==> config.mk <==
export PLATFORM = sky130hd
export DESIGN_NAME = seq_serializer_flat
export DESIGN_NICKNAME = d
export VERILOG_FILES = /design/src/rtl/seq_serializer_pkg.sv /design/src/rtl/seq_serializer_if.sv /design/src/rtl/seq_serializer.sv /design/src/flat_wrapper.sv
export SDC_FILE = /design/constraint.sdc
export NUM_CORES = 1
export LEC_CHECK = 0
export CORE_ASPECT_RATIO = 0.8
export CORE_MARGIN = 5
export CORE_UTILIZATION = 40
export CTS_BUF_LIST = sky130_fd_sc_hd__clkbuf_4 sky130_fd_sc_hd__clkbuf_8
export DETAILED_ROUTE_END_ITERATION = 16
export SLEW_MARGIN = 15
export SYNTH_ARGS = -nofsm -noshare
export SYNTH_HDL_FRONTEND = slang
export SYNTH_SLANG_ARGS = --single-unit
==> constraint.sdc <==
create_clock -name clk -period 1.8 [get_ports clk]
set_input_delay 0.27 -clock clk [delete_from_list [all_inputs] [get_ports clk]]
set_output_delay 0.27 -clock clk [all_outputs]
set_load 0.01 [all_outputs]
==> src/rtl/seq_serializer_pkg.sv <==
// seq_serializer shared types and constants.
// State encoding and word counter width.
package seq_serializer_pkg;

  typedef enum logic {
    S_IDLE  = 1'b0,
    S_SHIFT = 1'b1
  } state_t;

  localparam int N_DEF = 16;
  localparam int WC_W  = 8;

endpackage

==> src/rtl/seq_serializer_if.sv <==
// Load handshake and serial output bundle
// for seq_serializer.
interface seq_serializer_if
  import seq_serializer_pkg::*;
#(
  parameter int N = N_DEF
);

  logic            load_valid;
  logic [N-1:0]    load_data;
  logic            load_ready;
  logic            shift_en;
  logic            bit_out;
  logic            bit_valid;
  logic            last_bit;
  logic [WC_W-1:0] word_count;

  modport master (
    output load_valid,
    output load_data,
    output shift_en,
    input  load_ready,
    input  bit_out,
    input  bit_valid,
    input  last_bit,
    input  word_count
  );

  modport slave (
    input  load_valid,
    input  load_data,
    input  shift_en,
    output load_ready,
    output bit_out,
    output bit_valid,
    output last_bit,
    output word_count
  );

endinterface

==> src/rtl/seq_serializer.sv <==
// Parallel-to-serial front end, MSB first,
// with a one-word holding register.
module seq_serializer
  import seq_serializer_pkg::*;
#(
  parameter int N = N_DEF
) (
  input logic             clk,
  input logic             rst,
  seq_serializer_if.slave bus
);

  localparam int CW = $clog2(N);
  localparam logic [CW-1:0] LAST = CW'(N - 1);

  state_t          st, st_n;
  logic [N-1:0]    sh, sh_n;
  logic [N-1:0]    hold, hold_n;
  logic            hf, hf_n;
  logic [CW-1:0]   cnt, cnt_n;
  logic [WC_W-1:0] wc, wc_n;

  logic accept;
  logic consume;
  logic at_last;

  assign accept  = bus.load_valid && !hf;
  assign consume = bus.shift_en && (st == S_SHIFT);
  assign at_last = (cnt == LAST);

  // State, shifter, hold and counter registers.
  always_ff @(posedge clk or posedge rst) begin
    if (rst) begin
      st   <= S_IDLE;
      sh   <= '0;
      hold <= '0;
      hf   <= 1'b0;
      cnt  <= '0;
      wc   <= '0;
    end else begin
      st   <= st_n;
      sh   <= sh_n;
      hold <= hold_n;
      hf   <= hf_n;
      cnt  <= cnt_n;
      wc   <= wc_n;
    end
  end

  // Next state: load, shift, refill from hold.
  always_comb begin
    st_n   = st;
    sh_n   = sh;
    hold_n = hold;
    hf_n   = hf;
    cnt_n  = cnt;
    wc_n   = wc;
    unique case (st)
      S_IDLE: begin
        if (accept) begin
          sh_n  = bus.load_data;
          cnt_n = '0;
          st_n  = S_SHIFT;
        end
      end
      S_SHIFT: begin
        if (consume && at_last) begin
          wc_n = wc + WC_W'(1);
          if (hf) begin
            sh_n  = hold;
            hf_n  = 1'b0;
            cnt_n = '0;
          end else if (accept) begin
            sh_n  = bus.load_data;
            cnt_n = '0;
          end else begin
            st_n = S_IDLE;
          end
        end else begin
          if (consume) begin
            sh_n  = {sh[N-2:0], 1'b0};
            cnt_n = cnt + CW'(1);
          end
          if (accept) begin
            hold_n = bus.load_data;
            hf_n   = 1'b1;
          end
        end
      end
      default: ;
    endcase
  end

  assign bus.load_ready = !hf;
  assign bus.bit_out    = sh[N-1];
  assign bus.bit_valid  = (st == S_SHIFT);
  assign bus.last_bit   = (st == S_SHIFT) && at_last;
  assign bus.word_count = wc;

endmodule

==> src/flat_wrapper.sv <==
// flat-port wrapper written by rule: the top's interface ports become plain ports
module seq_serializer_flat import seq_serializer_pkg::*;
#(
  parameter int N = N_DEF
)
  (clk, rst, bus_load_valid, bus_load_data, bus_shift_en, bus_load_ready, bus_bit_out, bus_bit_valid, bus_last_bit, bus_word_count);
  seq_serializer_if #(.N(N)) bus_i ();
  input logic clk;
  input logic rst;
  input wire logic [$bits(bus_i.load_valid)-1:0] bus_load_valid;
  input wire logic [$bits(bus_i.load_data)-1:0] bus_load_data;
  input wire logic [$bits(bus_i.shift_en)-1:0] bus_shift_en;
  output wire logic [$bits(bus_i.load_ready)-1:0] bus_load_ready;
  output wire logic [$bits(bus_i.bit_out)-1:0] bus_bit_out;
  output wire logic [$bits(bus_i.bit_valid)-1:0] bus_bit_valid;
  output wire logic [$bits(bus_i.last_bit)-1:0] bus_last_bit;
  output wire logic [$bits(bus_i.word_count)-1:0] bus_word_count;
  assign bus_i.load_valid = bus_load_valid;
  assign bus_i.load_data = bus_load_data;
  assign bus_i.shift_en = bus_shift_en;
  assign bus_load_ready = bus_i.load_ready;
  assign bus_bit_out = bus_i.bit_out;
  assign bus_bit_valid = bus_i.bit_valid;
  assign bus_last_bit = bus_i.last_bit;
  assign bus_word_count = bus_i.word_count;
  seq_serializer #(.N(N)) u_core (.clk(clk), .rst(rst), .bus(bus_i));
endmodule
---- Word-level counts from Yosys, hierarchy flattened ----
Cells that the tools add are included.
operators by class
  add/sub/neg operators ................... 2
  bitwise gates (word level) .............. 2
  multiplexer cells ....................... 16
  eq/ne operators ......................... 2
  reduce and logical (&&, ||, !) cells .... 9
operators with widths
  cell                   number
  $mux W16               4
  $pmux W16 S2           1
  $mux W4                4
  $add A8 B1 Y8 const B  1
  $pmux W4 S2            1
  $mux W1                5
  $add A4 B1 Y4 const B  1
  $eq A4 B4 Y1 const B   1
  $logic_and A1 B1 Y1    4
  $reduce_and A2 Y1      2
  $ne A3 B3 Y1 const B   1
  $reduce_and A3 Y1      1
  $not A1 Y1             2
  $pmux W1 S2            1
  $reduce_bool A2 Y1     1
  $logic_not A1 Y1       1
word-level totals
  bits of input ports ..................... 20
  output and inout bits ................... 12
  register bits ........................... 46
  logic and storage cells ................. 37

---- Logic depth before layout (Yosys ltp) ----
  depth after elaboration ................. 6
  depth in mapped cells ................... 6

---- Worst setup path before layout ----
No wires, ideal clock.
  path type ............................... register to register
  start point ............................. register u_core.cnt[0]
  end point ............................... register u_core.hold[1]
  arrival time ............................ 1.579 ns
  data required time ...................... 1.675 ns
  stages on the path, launching flop included .. 7
  buffers on the path ..................... 1
  period minus slack after synthesis ...... 1.704 ns
  slack ................................... 0.096 ns
  path through ............................ dfrtp_1 -> ha_1 -> nand3_4 -> nor2_8 -> nor2_4 -> buf_6 -> mux2_4
on the way
  cells in the longest elaborated chain, start to end .. 4
ends and longest elaborated chain
  what                                line                  source
  from (decl)                         seq_serializer.sv:20  logic [CW-1:0] cnt, cnt_n;
  from (signal assigned)              seq_serializer.sv:45  cnt <= cnt_n;
  $eq A4 B4 Y1                        seq_serializer.sv:29  assign at_last = (cnt == LAST);
  $logic_and A1 B1 Y1                 seq_serializer.sv:67  if (consume && at_last) begin
  $not A1 Y1 (no source line)         -
  $reduce_and A3 Y1 (no source line)  -
  to (signal assigned)                seq_serializer.sv:43  hold <= hold_n;
  to (decl)                           seq_serializer.sv:18  logic [N-1:0] hold, hold_n;
Every way passes these cells.
A chain may end at the register's enable or synchronous reset.

---- Worst setup path in the final report ----
  start point ............................. register u_core.cnt[0]
  end point ............................... output port bus_last_bit
on the way
  cells in the longest elaborated chain, start to end .. 2
ends and longest elaborated chain
  what                 line                  source
  $eq A4 B4 Y1         seq_serializer.sv:29
  $logic_and A1 B1 Y1  seq_serializer.sv:97  assign bus.last_bit = (st == S_SHIFT) && at_last;
  to (decl)            flat_wrapper.sv:16    output wire logic [$bits(bus_i.last_bit)-1:0] bus_last_bit;
Every way passes these cells.

==> out/qor.csv <==
metric;value;unit
status;complete, no violations;
final worst slack;0.04372;ns
Fmax;569.4;MHz
Max-slew headroom;66.98;%
post-DP HPWL;4363;um
family with the most delay on the worst path;flip-flops;
FF+latch count, synth;46;
most frequent cells in the layout;dfrtp_1, clkdlybuf4s50_1, a21oi_1;
Netlist cell types;39;
post-DR wirelength/cell;17.22;um
cell count after synthesis;226;
area of all placed cells without fillers;3166;um^2
max_cap viols;0;
num rows;25;
placed cell areas;3074;um^2
Netlist Area Pre-Place;2495;um^2
syn_nets;248;
GRT overflow;0;
period utilization;97.57;%
crit path cell chain;ha_1 > and3_1 > and2_1 > clkdlybuf4s15_1;
Worst-path clk slew;0.09;ns
Final Wtd Congestion;0.7627;
Num CTS Buffers;5;
hold buffers post-CTS;0;
Core ar.;5974;um^2
CTS Root Cell;clkbuf_8;
Die Y;80.64;um
worst slew pin tran;0.4953;ns
clock sink count;46;
nets@finish;300;
CP endpoint kind;primary output;
antenna cells;0;
Final setup viols;0;
largest net degree at the start of global routing;47;
routed vias;1941;
maximum level of the CTS H-tree;2;
most common cell after layout, fill and taps aside;dfrtp_1;
Core Util, Final;52.98;%
CTS tree;yes;
GRT Util Overall;16.26;%
full die area;7927;um^2
ANT nets after route;0;
clock insertion delay at the later pin of the skew report;0.29;ns
layout cells sized above 1;24.82;%
WP data arrival;1.49;ns
Fin Clk Skew;0.007320;ns
warnings from Yosys;0;
RSZ-0062 raised after global routing;no;
R2R Setup Slk;0.11;ns
slowest CP cell;dfrtp_1;
cell-internal power;1.596;mW
Startpoint Class;register;
Hold Path Class;in2async;
Logic pwr share;16.3;%
Switching Fraction;25.73;%
Max Buffers Root-to-Sink;2;
slowest stage delay, CP;0.39;ns
first-pass GRT wire length;10140;um
vias in the first global route;1940;
Setup CP Type;reg2out;
IO Pins;32;
Initial Util;41.76;%
chip width;98.30;um
WP buf/inv;1;
port bufs;31;
initial antenna violation count;0;
VDD IR max;0.3662;mV
pwr dens;679.0;nW/um^2
Post-route DRC;0;
clock share of power;29.3;%
Hold Vio Cnt, Final;0;
critical register-to-register path startpoint;u_core.cnt[0];
final slew viol count;0;
Initial DRC Count;95;
Psw;0.5531;mW
via/cell ratio;5.407;
Lkg Pwr;1.374;nW
Post-Place Worst Slack;-0.02694;ns
Tmin final;1.756;ns
final WL;6182;um
Avg Cell Area, Syn;11.04;um^2
Area growth syn-to-layout;26.88;%
Flop pwr share;54.4;%
Detailed Routing Iterations Pass 1;4;
Critical Path Source;u_core.cnt[0];
Seq/Total Area, Yosys;46.14;%
top fanout value on the critical path;2;
CP required;1.53;ns
[layout make-up]
cell class | instances | area (um^2)
inverters | 2 | 7.507
well taps | 81 | 101.3
fillers | 557 | 2809
multi-input cells | 165 | 1271
flip-flops and latches | 46 | 1151
repair buffers | 58 | 550.5
clock buffers | 7 | 83.83
[what timing repair did]
item                       4_1_cts  5_1_grt
setup endpoints to repair        1        0
resized for setup                2        0
setup buffers                    1        0
[path summary, 6_finish.rpt]
path,cells after the start,to
setup / recovery,4,bus_last_bit
hold / removal,3,u_core.hold[7]
setup reg to reg,7,u_core.hold[14]
hold reg to reg,1,u_core.bus.word_count[3]
max in group asynchronous,3,u_core.cnt[2]
min in group clk,1,u_core.bus.word_count[3]
[cell usage after synthesis (all sizes together)]
| cell type | instances | area share, % |
|---|---|---|
| o211ai | 11 | 3.3 |
| buf | 7 | 1.7 |
| nor2 | 3 | 1.4 |
| a41oi | 1 | 0.35 |
| o21bai | 1 | 0.30 |
| and3 | 2 | 0.50 |
| nand3 | 3 | 1.1 |
| ha | 2 | 1.0 |
| xnor2 | 6 | 2.1 |
| inv | 2 | 0.30 |
| xor2 | 1 | 0.35 |
| o21a | 1 | 0.30 |
| mux2i | 15 | 6.0 |
| nand4 | 5 | 1.3 |
| and2 | 2 | 0.50 |
| clkbuf | 6 | 0.90 |
| o21ai | 6 | 1.2 |
| nand2 | 21 | 3.3 |
| a32o | 6 | 2.4 |
| a21o | 1 | 0.30 |
| and2b | 1 | 0.30 |
| or2 | 1 | 0.25 |
| a31o | 1 | 0.35 |
| nor2b | 1 | 0.25 |
| nor3 | 2 | 0.40 |
| a21oi | 29 | 5.8 |
| a221o | 1 | 0.40 |
| dfrtp | 46 | 46 |
| mux2 | 28 | 14 |
| o22ai | 11 | 2.8 |
| nand2b | 3 | 0.75 |
[layer usage]
metal | part of all wire [%] | GRT usage, % | vias to the layer above | routed length (um)
met1 | 49 | 23.73 | 938 | 3046
met3 | 3.1 | 2.691 | 7 | 190
met2 | 46 | 24.90 | 46 | 2873
met4 | 1.2 | 4.366 | 0 | 72
li1 | - | - | 950 | -
met5 | 0 | 0 | - | 0
[worst register-to-register path, stage by stage, from the launching register on]
cell,delay (ns)
dfrtp_1,0.39
ha_1,0.21
buf_4,0.16
nand3_4,0.13
nor2_8,0.05
nor2_4,0.13
buf_4,0.17
mux2_2,0.34
[kinds of logic (layout without fill, tap and decap cells)]
group | after synthesis | after routing | share of synthesized area, %
AOI/OAI and AO/OA | 69 | 69 | 17.50
DFF | 46 | 46 | 46.14
and+or+nand+nor | 44 | 44 | 9.980
muxes | 43 | 43 | 20.01
buffers and inverters | 15 | 67 | 2.909
xor gates and xnor gates | 7 | 7 | 2.457
adders and majority gates | 2 | 2 | 1.003
[flip-flops by register name, summed over array words and instances (netlist names)]
name / count
u_core.hf: 1
u_core.cnt: 4
u_core.bus.bit_valid: 1
u_core.sh: 16
u_core.bus.word_count: 8
u_core.hold: 16
[power by group through the flow]
stage | combinational, mW | clock [mW] | sequential, mW
6_report | 0.351 | 0.629 | 1.17
3_5_place_dp | 0.345 | 0 | 1.19
4_1_cts | 0.354 | 0.652 | 1.17
3_3_place_gp | 0.340 | 0 | 1.19
2_1_floorplan | 0.209 | 0 | 1.18
5_1_grt | 0.391 | 0.700 | 1.18
[metrics by stage]
| stage | total power [mW] | setup TNS, ns | cells | hold slack, ns |
|---|---|---|---|---|
| after floorplan | 1.387 | 0 | 226 | 0.4180 |
| after global placement | 1.530 | 0 | 351 | 0.4603 |
| after detailed placement | 1.537 | -0.1434 | 351 | 0.4855 |
| after CTS | 2.174 | 0 | 359 | 0.3348 |
| after global routing | 2.272 | 0 | 359 | 0.3493 |
| final | 2.149 | 0 | 359 | 0.3257 |
Power figures use the tool's default switching activity.
